===== src/rtl/branch_pred_pipe_if.sv =====
// Bundles the fetch/decode/execute branch-prediction signals exchanged between the BTB side and branch_pred_pipe.
// The pipe takes the slave modport, and the BTB/fetch/decoder side takes the master modport.
interface branch_pred_pipe_if #(
  parameter int PC_W  = 32,
  parameter int CNT_W = 32
);
  logic            memory_stall;
  logic            flush;
  logic            valid_1;
  logic [PC_W-1:0] instructionPC_1;
  logic            taken_1;
  logic            is_branch_2;
  logic            valid_2;
  logic [PC_W-1:0] instructionPC_2;
  logic            valid_3;
  logic [PC_W-1:0] instructionPC_3;
  logic            is_branchInst_3;
  logic            prev_taken_3;
  logic [CNT_W-1:0] branch_cnt;
  logic [CNT_W-1:0] mispredict_cnt;

  modport master (
    output memory_stall, flush, valid_1, instructionPC_1, taken_1, is_branch_2,
    input  valid_2, instructionPC_2, valid_3, instructionPC_3, is_branchInst_3,
           prev_taken_3, branch_cnt, mispredict_cnt
  );

  modport slave (
    input  memory_stall, flush, valid_1, instructionPC_1, taken_1, is_branch_2,
    output valid_2, instructionPC_2, valid_3, instructionPC_3, is_branchInst_3,
           prev_taken_3, branch_cnt, mispredict_cnt
  );
endinterface


===== src/rtl/branch_pred_pipe.sv =====
// Carries fetch-time branch prediction context through decode to execute for BTB update and resolution.
// Define BRANCH_STATS_EN to build the saturating branch_cnt and mispredict_cnt counters. Without it, both counters are tied to 0.
module branch_pred_pipe #(
  parameter int PC_W  = 32,
  parameter int CNT_W = 32
) (
  input logic              clk,
  input logic              rst,
  branch_pred_pipe_if.slave io_bp
);

  logic            r_v2;
  logic [PC_W-1:0] r_pc2;
  logic            r_pt2;
  logic            r_v3;
  logic [PC_W-1:0] r_pc3;
  logic            r_pt3;
  logic            r_br3;
  logic            w_isBranch3;

  assign w_isBranch3 = r_v3 & r_br3;

  // A stall freezes everything, including a pending flush.
  // A flush only clears the valid bits of the two wrong-path slots.
  always_ff @(posedge clk) begin
    if (rst) begin
      r_v2  <= 1'b0;
      r_pc2 <= '0;
      r_pt2 <= 1'b0;
      r_v3  <= 1'b0;
      r_pc3 <= '0;
      r_pt3 <= 1'b0;
      r_br3 <= 1'b0;
    end else if (!io_bp.memory_stall) begin
      r_v2  <= io_bp.valid_1 & ~io_bp.flush;
      r_pc2 <= io_bp.instructionPC_1;
      r_pt2 <= io_bp.taken_1 & io_bp.valid_1;
      r_v3  <= r_v2 & ~io_bp.flush;
      r_pc3 <= r_pc2;
      r_pt3 <= r_pt2;
      r_br3 <= io_bp.is_branch_2 & r_v2;
    end
  end

  assign io_bp.valid_2         = r_v2;
  assign io_bp.instructionPC_2 = r_pc2;
  assign io_bp.valid_3         = r_v3;
  assign io_bp.instructionPC_3 = r_pc3;
  assign io_bp.is_branchInst_3 = w_isBranch3;
  assign io_bp.prev_taken_3    = r_v3 & r_pt3;

`ifdef BRANCH_STATS_EN
  logic [CNT_W-1:0] r_branchCnt;
  logic [CNT_W-1:0] r_mispredictCnt;

  // Counts a branch once, on the unstalled cycle in which it leaves stage 3. Both counters saturate.
  always_ff @(posedge clk) begin
    if (rst) begin
      r_branchCnt     <= '0;
      r_mispredictCnt <= '0;
    end else if (!io_bp.memory_stall && w_isBranch3) begin
      if (r_branchCnt != {CNT_W{1'b1}})
        r_branchCnt <= r_branchCnt + 1'b1;
      if (io_bp.flush && (r_mispredictCnt != {CNT_W{1'b1}}))
        r_mispredictCnt <= r_mispredictCnt + 1'b1;
    end
  end

  assign io_bp.branch_cnt     = r_branchCnt;
  assign io_bp.mispredict_cnt = r_mispredictCnt;
`else
  assign io_bp.branch_cnt     = {CNT_W{1'b0}};
  assign io_bp.mispredict_cnt = {CNT_W{1'b0}};
`endif

endmodule


===== src/flat_wrapper.sv =====
// flat-port wrapper written by rule: the top's interface ports become plain ports
module branch_pred_pipe_flat 
#(
  parameter int PC_W  = 32,
  parameter int CNT_W = 32
)
  (clk, rst, io_bp_memory_stall, io_bp_flush, io_bp_valid_1, io_bp_instructionPC_1, io_bp_taken_1, io_bp_is_branch_2, io_bp_valid_2, io_bp_instructionPC_2, io_bp_valid_3, io_bp_instructionPC_3, io_bp_is_branchInst_3, io_bp_prev_taken_3, io_bp_branch_cnt, io_bp_mispredict_cnt);
  branch_pred_pipe_if #(.PC_W(PC_W), .CNT_W(CNT_W)) io_bp_i ();
  input logic clk;
  input logic rst;
  input wire logic [$bits(io_bp_i.memory_stall)-1:0] io_bp_memory_stall;
  input wire logic [$bits(io_bp_i.flush)-1:0] io_bp_flush;
  input wire logic [$bits(io_bp_i.valid_1)-1:0] io_bp_valid_1;
  input wire logic [$bits(io_bp_i.instructionPC_1)-1:0] io_bp_instructionPC_1;
  input wire logic [$bits(io_bp_i.taken_1)-1:0] io_bp_taken_1;
  input wire logic [$bits(io_bp_i.is_branch_2)-1:0] io_bp_is_branch_2;
  output wire logic [$bits(io_bp_i.valid_2)-1:0] io_bp_valid_2;
  output wire logic [$bits(io_bp_i.instructionPC_2)-1:0] io_bp_instructionPC_2;
  output wire logic [$bits(io_bp_i.valid_3)-1:0] io_bp_valid_3;
  output wire logic [$bits(io_bp_i.instructionPC_3)-1:0] io_bp_instructionPC_3;
  output wire logic [$bits(io_bp_i.is_branchInst_3)-1:0] io_bp_is_branchInst_3;
  output wire logic [$bits(io_bp_i.prev_taken_3)-1:0] io_bp_prev_taken_3;
  output wire logic [$bits(io_bp_i.branch_cnt)-1:0] io_bp_branch_cnt;
  output wire logic [$bits(io_bp_i.mispredict_cnt)-1:0] io_bp_mispredict_cnt;
  assign io_bp_i.memory_stall = io_bp_memory_stall;
  assign io_bp_i.flush = io_bp_flush;
  assign io_bp_i.valid_1 = io_bp_valid_1;
  assign io_bp_i.instructionPC_1 = io_bp_instructionPC_1;
  assign io_bp_i.taken_1 = io_bp_taken_1;
  assign io_bp_i.is_branch_2 = io_bp_is_branch_2;
  assign io_bp_valid_2 = io_bp_i.valid_2;
  assign io_bp_instructionPC_2 = io_bp_i.instructionPC_2;
  assign io_bp_valid_3 = io_bp_i.valid_3;
  assign io_bp_instructionPC_3 = io_bp_i.instructionPC_3;
  assign io_bp_is_branchInst_3 = io_bp_i.is_branchInst_3;
  assign io_bp_prev_taken_3 = io_bp_i.prev_taken_3;
  assign io_bp_branch_cnt = io_bp_i.branch_cnt;
  assign io_bp_mispredict_cnt = io_bp_i.mispredict_cnt;
  branch_pred_pipe #(.PC_W(PC_W), .CNT_W(CNT_W)) u_core (.clk(clk), .rst(rst), .io_bp(io_bp_i));
endmodule

===== config.mk =====
export PLATFORM = sky130hd
export DESIGN_NAME = branch_pred_pipe_flat
export DESIGN_NICKNAME = d
export VERILOG_FILES = /design/src/rtl/branch_pred_pipe_if.sv /design/src/rtl/branch_pred_pipe.sv /design/src/flat_wrapper.sv
export SDC_FILE = /design/constraint.sdc
export NUM_CORES = 1
export LEC_CHECK = 0
export ABC_CLOCK_PERIOD_IN_PS = 1200
export CAP_MARGIN = 5
export CORE_MARGIN = 4
export CORE_UTILIZATION = 38
export DETAILED_ROUTE_END_ITERATION = 10
export PLACE_DENSITY_LB_ADDON = 0.08
export SYNTH_ARGS = -nofsm -noshare
export SYNTH_HDL_FRONTEND = slang
export SYNTH_SLANG_ARGS = --single-unit
export TNS_END_PERCENT = 30

===== constraint.sdc =====
create_clock -name clk -period 1.2 [get_ports clk]
set_clock_uncertainty 0.15 [all_clocks]
set_input_delay 0.3 -clock clk [delete_from_list [all_inputs] [get_ports clk]]
set_output_delay 0.3 -clock clk [all_outputs]
set_load 0.03 [all_outputs]

**Word-level counts from Yosys, hierarchy flattened**

Cells that the tools add are included.

- Bitwise logic cells: 7

Operator list:

| kind | count |
|---|---|
| AND 1 bit | 6 |
| NOT 1 bit | 1 |

- Bits in registers: 69
- Input bits: 39
- Output and inout bits: 132
- Logic and storage cells: 14

**Depth between registers and ports, before layout**

- Depth in word-level cells: 2
- Mapped depth: 4
- Mapped depth without buffers: 2

**Least setup slack after synthesis**

Ideal clock, no wire load.

- Path type: reg-to-output
- Start point: reg u_core.r_v3 (netlist: u_core.io_bp.valid_3)
- End point: out io_bp_is_branchInst_3
- Arrival time: 0.856 ns
- Data required time: 0.750 ns
- Path slack: -0.106 ns
- Cell stages (with the launch flop): 2
- Path buffers: 0
- Cells stage by stage: dfxtp_1 -> and2_1

- Longest elaborated chain between the ends: 1

Ends and longest elaborated chain:

| element | RTL line | RTL |
|---|---|---|
| from (decl) | branch_pred_pipe.sv:15 | `logic r_v3;` |
| from (signal assigned) | branch_pred_pipe.sv:38 | `r_v3 <= r_v2 & ~io_bp.flush;` |
| AND 1 bit | branch_pred_pipe.sv:21 | `assign w_isBranch3 = r_v3 & r_br3;` |
| to (decl) | flat_wrapper.sv:21 | `output wire logic [$bits(io_bp_i.is_branchInst_3)-1:0] io_bp_is_branchInst_3;` |

Every way passes these cells.

**Final worst setup path**

- Start point: reg u_core.r_v3 (netlist: u_core.io_bp.valid_3)
- End point: out io_bp_prev_taken_3

- Longest elaborated chain between the ends: 1

Ends and longest elaborated chain:

| element | RTL line | RTL |
|---|---|---|
| AND 1 bit | branch_pred_pipe.sv:50 | `assign io_bp.prev_taken_3 = r_v3 & r_pt3;` |
| to (decl) | flat_wrapper.sv:22 | `output wire logic [$bits(io_bp_i.prev_taken_3)-1:0] io_bp_prev_taken_3;` |

Every way passes these cells.

==> flow_summary.json <==
{
  "drive_gt1_share_pct": 43.2,
  "io_pins": 171,
  "crit_arrival_ps": 960,
  "critPathKind": "flop to primary output",
  "r2r_end": "u_core.io_bp.valid_3",
  "crit_fanout": 4,
  "ir_drop_mv": 0.818,
  "insertion_delay_ps": 330,
  "min_to": "u_core.io_bp.valid_3",
  "grt_max_degree": 36,
  "num_rows": 31,
  "gp_congestion": 0.674,
  "min_period_ps": 1410,
  "final_cell_mix": "buf_6, mux2i_1, nor2_1, dfxtp_2, conb_1",
  "fin_total_pwr_mw": 5.85,
  "ys_types": 13,
  "core_um2": 7370,
  "netlist_instances": 294,
  "layout_commonest_cell": "buf_6",
  "finalCritPeriodShare_pct": 118,
  "drt_iter0_markers": 33,
  "start_util_pct": 39.9,
  "cts_buffer_depth": 2,
  "synth-compound-area-share_pct": 0.681,
  "violations": "setup timing",
  "crit_path_end_kind": "primary output",
  "ys_warn_count": 0,
  "cts_tree": "done",
  "drcViolationCount": 0,
  "leakage_nw": 2.18,
  "synthAdderAreaFrac_pct": 0,
  "synth_simple_gate_area_share_pct": 10.3,
  "drv_cap": 0,
  "crit_required_ps": 750,
  "wl_per_cell_um": 12.2,
  "worstHoldPathCells": 3,
  "die_area_um2": 9200,
  "synth.cell_area_um2": 2940,
  "dp_hpwl_um": 4580,
  "rsz0062_at_grt": "true",
  "final_core_util_pct": 60.8,
  "finalSetupViolCount": 68,
  "synth_seq_area_share_pct": 47.0,
  "hold_viol_final": 0,
  "clkSinkCount": 69,
  "startpoint_type": "flop",
  "synth_top_family_by_area": "multiplexers",
  "antenna_found_initial": 0,
  "finalMaxSlewViolations": 0,
  "synthXorXnorAreaFrac_pct": 0,
  "max_freq_mhz": 707,
  "hold_slack_ps": 247,
  "cellPowerDensity_nw_per_um2": 1310,
  "fin_tns_setup_ps": -3970,
  "io_buffers": 106,
  "num_antenna_cells": 0,
  "grt_util_all_layers_pct": 13.7,
  "die-height_um": 95.9,
  "grt_first_pass_wirelength_um": 9590,
  "hp-class": "primary input to flop",
  "muxShareOfSynthArea_pct": 22.1,
  "syn_to_final_growth_pct": 52.6,
  "synth-seq-cells": 69,
  "dp.cells": 499,
  "cts_hold_buffers": 0,
  "clockRootBuffer": "clkbuf_8",
  "status": "complete, but fails checks",
  "final_nets": 465,
  "hp-start": "rst",
  "r2r_setup_slack_ps": 60,
  "worstReg2RegStart": "u_core.io_bp.valid_2",
  "htreeDepth": 3,
  "drtAntennaViolNets": 0,
  "vias": 2186,
  "postRouteWirelength_um": 6450,
  "grt_pass1_vias": 2039,
  "fin_ws_ps": -214,
  "synth_area_per_cell_um2": 9.99,
  "clk_pin_slew_ps": 70,
  "grt_overflow": 0,
  "cts_made_buffers": 9,
  "drtPass1Iterations": 4,
  "r2r_cells": 3,
  "vias_per_cell": 4.12,
  "die_w_um": 95.9,
  "instances_no_fill": 530
}
==> layer usage <==
| layer | vias to the layer above | wire length, um | global-route usage, % |
|---|---|---|---|
| met4 | 0 | 35 | 4.27 |
| met5 | - | 0 | 0 |
| met3 | 2 | 683 | 7.43 |
| met1 | 998 | 2500 | 14.8 |
| li1 | 1086 | - | - |
| met2 | 100 | 3230 | 22.9 |
==> synthesized netlist by cell type <==
| library cell | count | share of area (%) |
|---|---|---|
| conb_1 | 1 | 0.13 |
| buf_6 | 1 | 0.38 |
| or3b_1 | 2 | 0.60 |
| buf_4 | 71 | 18 |
| dfxtp_1 | 69 | 47 |
| buf_2 | 3 | 0.51 |
| nand3b_1 | 2 | 0.51 |
| a21oi_1 | 4 | 0.68 |
| nand2_1 | 4 | 0.51 |
| mux2i_1 | 65 | 22 |
| clkbuf_1 | 5 | 0.64 |
| nor2_1 | 65 | 8.3 |
| and2_1 | 2 | 0.43 |
==> state kept, by name (all words and copies together) (netlist names) <==
name and cells:
u_core.io_bp.instructionPC_2 32, u_core.io_bp.instructionPC_3 32, u_core.io_bp.valid_2 1, u_core.io_bp.valid_3 1, u_core.r_br3 1, u_core.r_pt2 1
u_core.r_pt3 1
==> final cells by class <==
| class | count | area (um^2) |
|---|---|---|
| fillers | 670 | 2890 |
| repair buffers | 138 | 1440 |
| clock buffers | 11 | 151 |
| clock inverters | 5 | 81.3 |
| flip-flops and latches | 69 | 1470 |
| multi-input cells | 208 | 1220 |
| well taps | 99 | 124 |
==> critical path: stages, from the launching register on <==
cell and delay, ps:
dfxtp_4 370, and2_4 140, buf_6 120
==> how the worst max path moves through the flow <==
stage	start	endpoint	slack, ps	depth (start not counted)
3_3_place_gp	io_bp_valid_1	u_core.io_bp.valid_2	-260	3
5_1_grt	u_core.io_bp.valid_3	io_bp_prev_taken_3	-260	2
6_report	u_core.io_bp.valid_3	io_bp_prev_taken_3	-210	2
2_1_floorplan	u_core.io_bp.valid_2	u_core.io_bp.valid_3	-20	2
3_5_place_dp	io_bp_valid_1	u_core.io_bp.valid_2	-260	3
4_1_cts	u_core.io_bp.valid_3	io_bp_prev_taken_3	-250	2
==> stage by stage <==
step	setup WS, ps	area [um^2]
2_1_floorplan	-24.7	3180
3_3_place_gp	-263	3800
3_5_place_dp	-261	3800
4_1_cts	-246	4460
5_1_grt	-265	4480
6_report	-214	4480
==> repair_timing <==
action                     4_1_cts  5_1_grt
resized for setup              134        2
buffers inserted                12        3
setup endpoints to repair       68       68
==> power by group <==
part / internal (mW) / switching [mW] / total (mW) / leakage, nW
clock network: 1.29 / 0.875 / 2.16 / 0.116
registers: 2.41 / 0.0823 / 2.50 / 0.592
logic: 0.492 / 0.703 / 1.19 / 1.47
total: 4.19 / 1.66 / 5.85 / 2.18
==> logic make-up (layout without fill, tap and decap cells) <==
group	after synthesis	count (layout)
AOI/OAI and AO/OA	4	4
buffers and inverters	80	154
DFF	69	69
muxes	65	65
other	1	64
and+or+nand+nor	75	75
No activity file was read; power rests on OpenSTA's default activity.
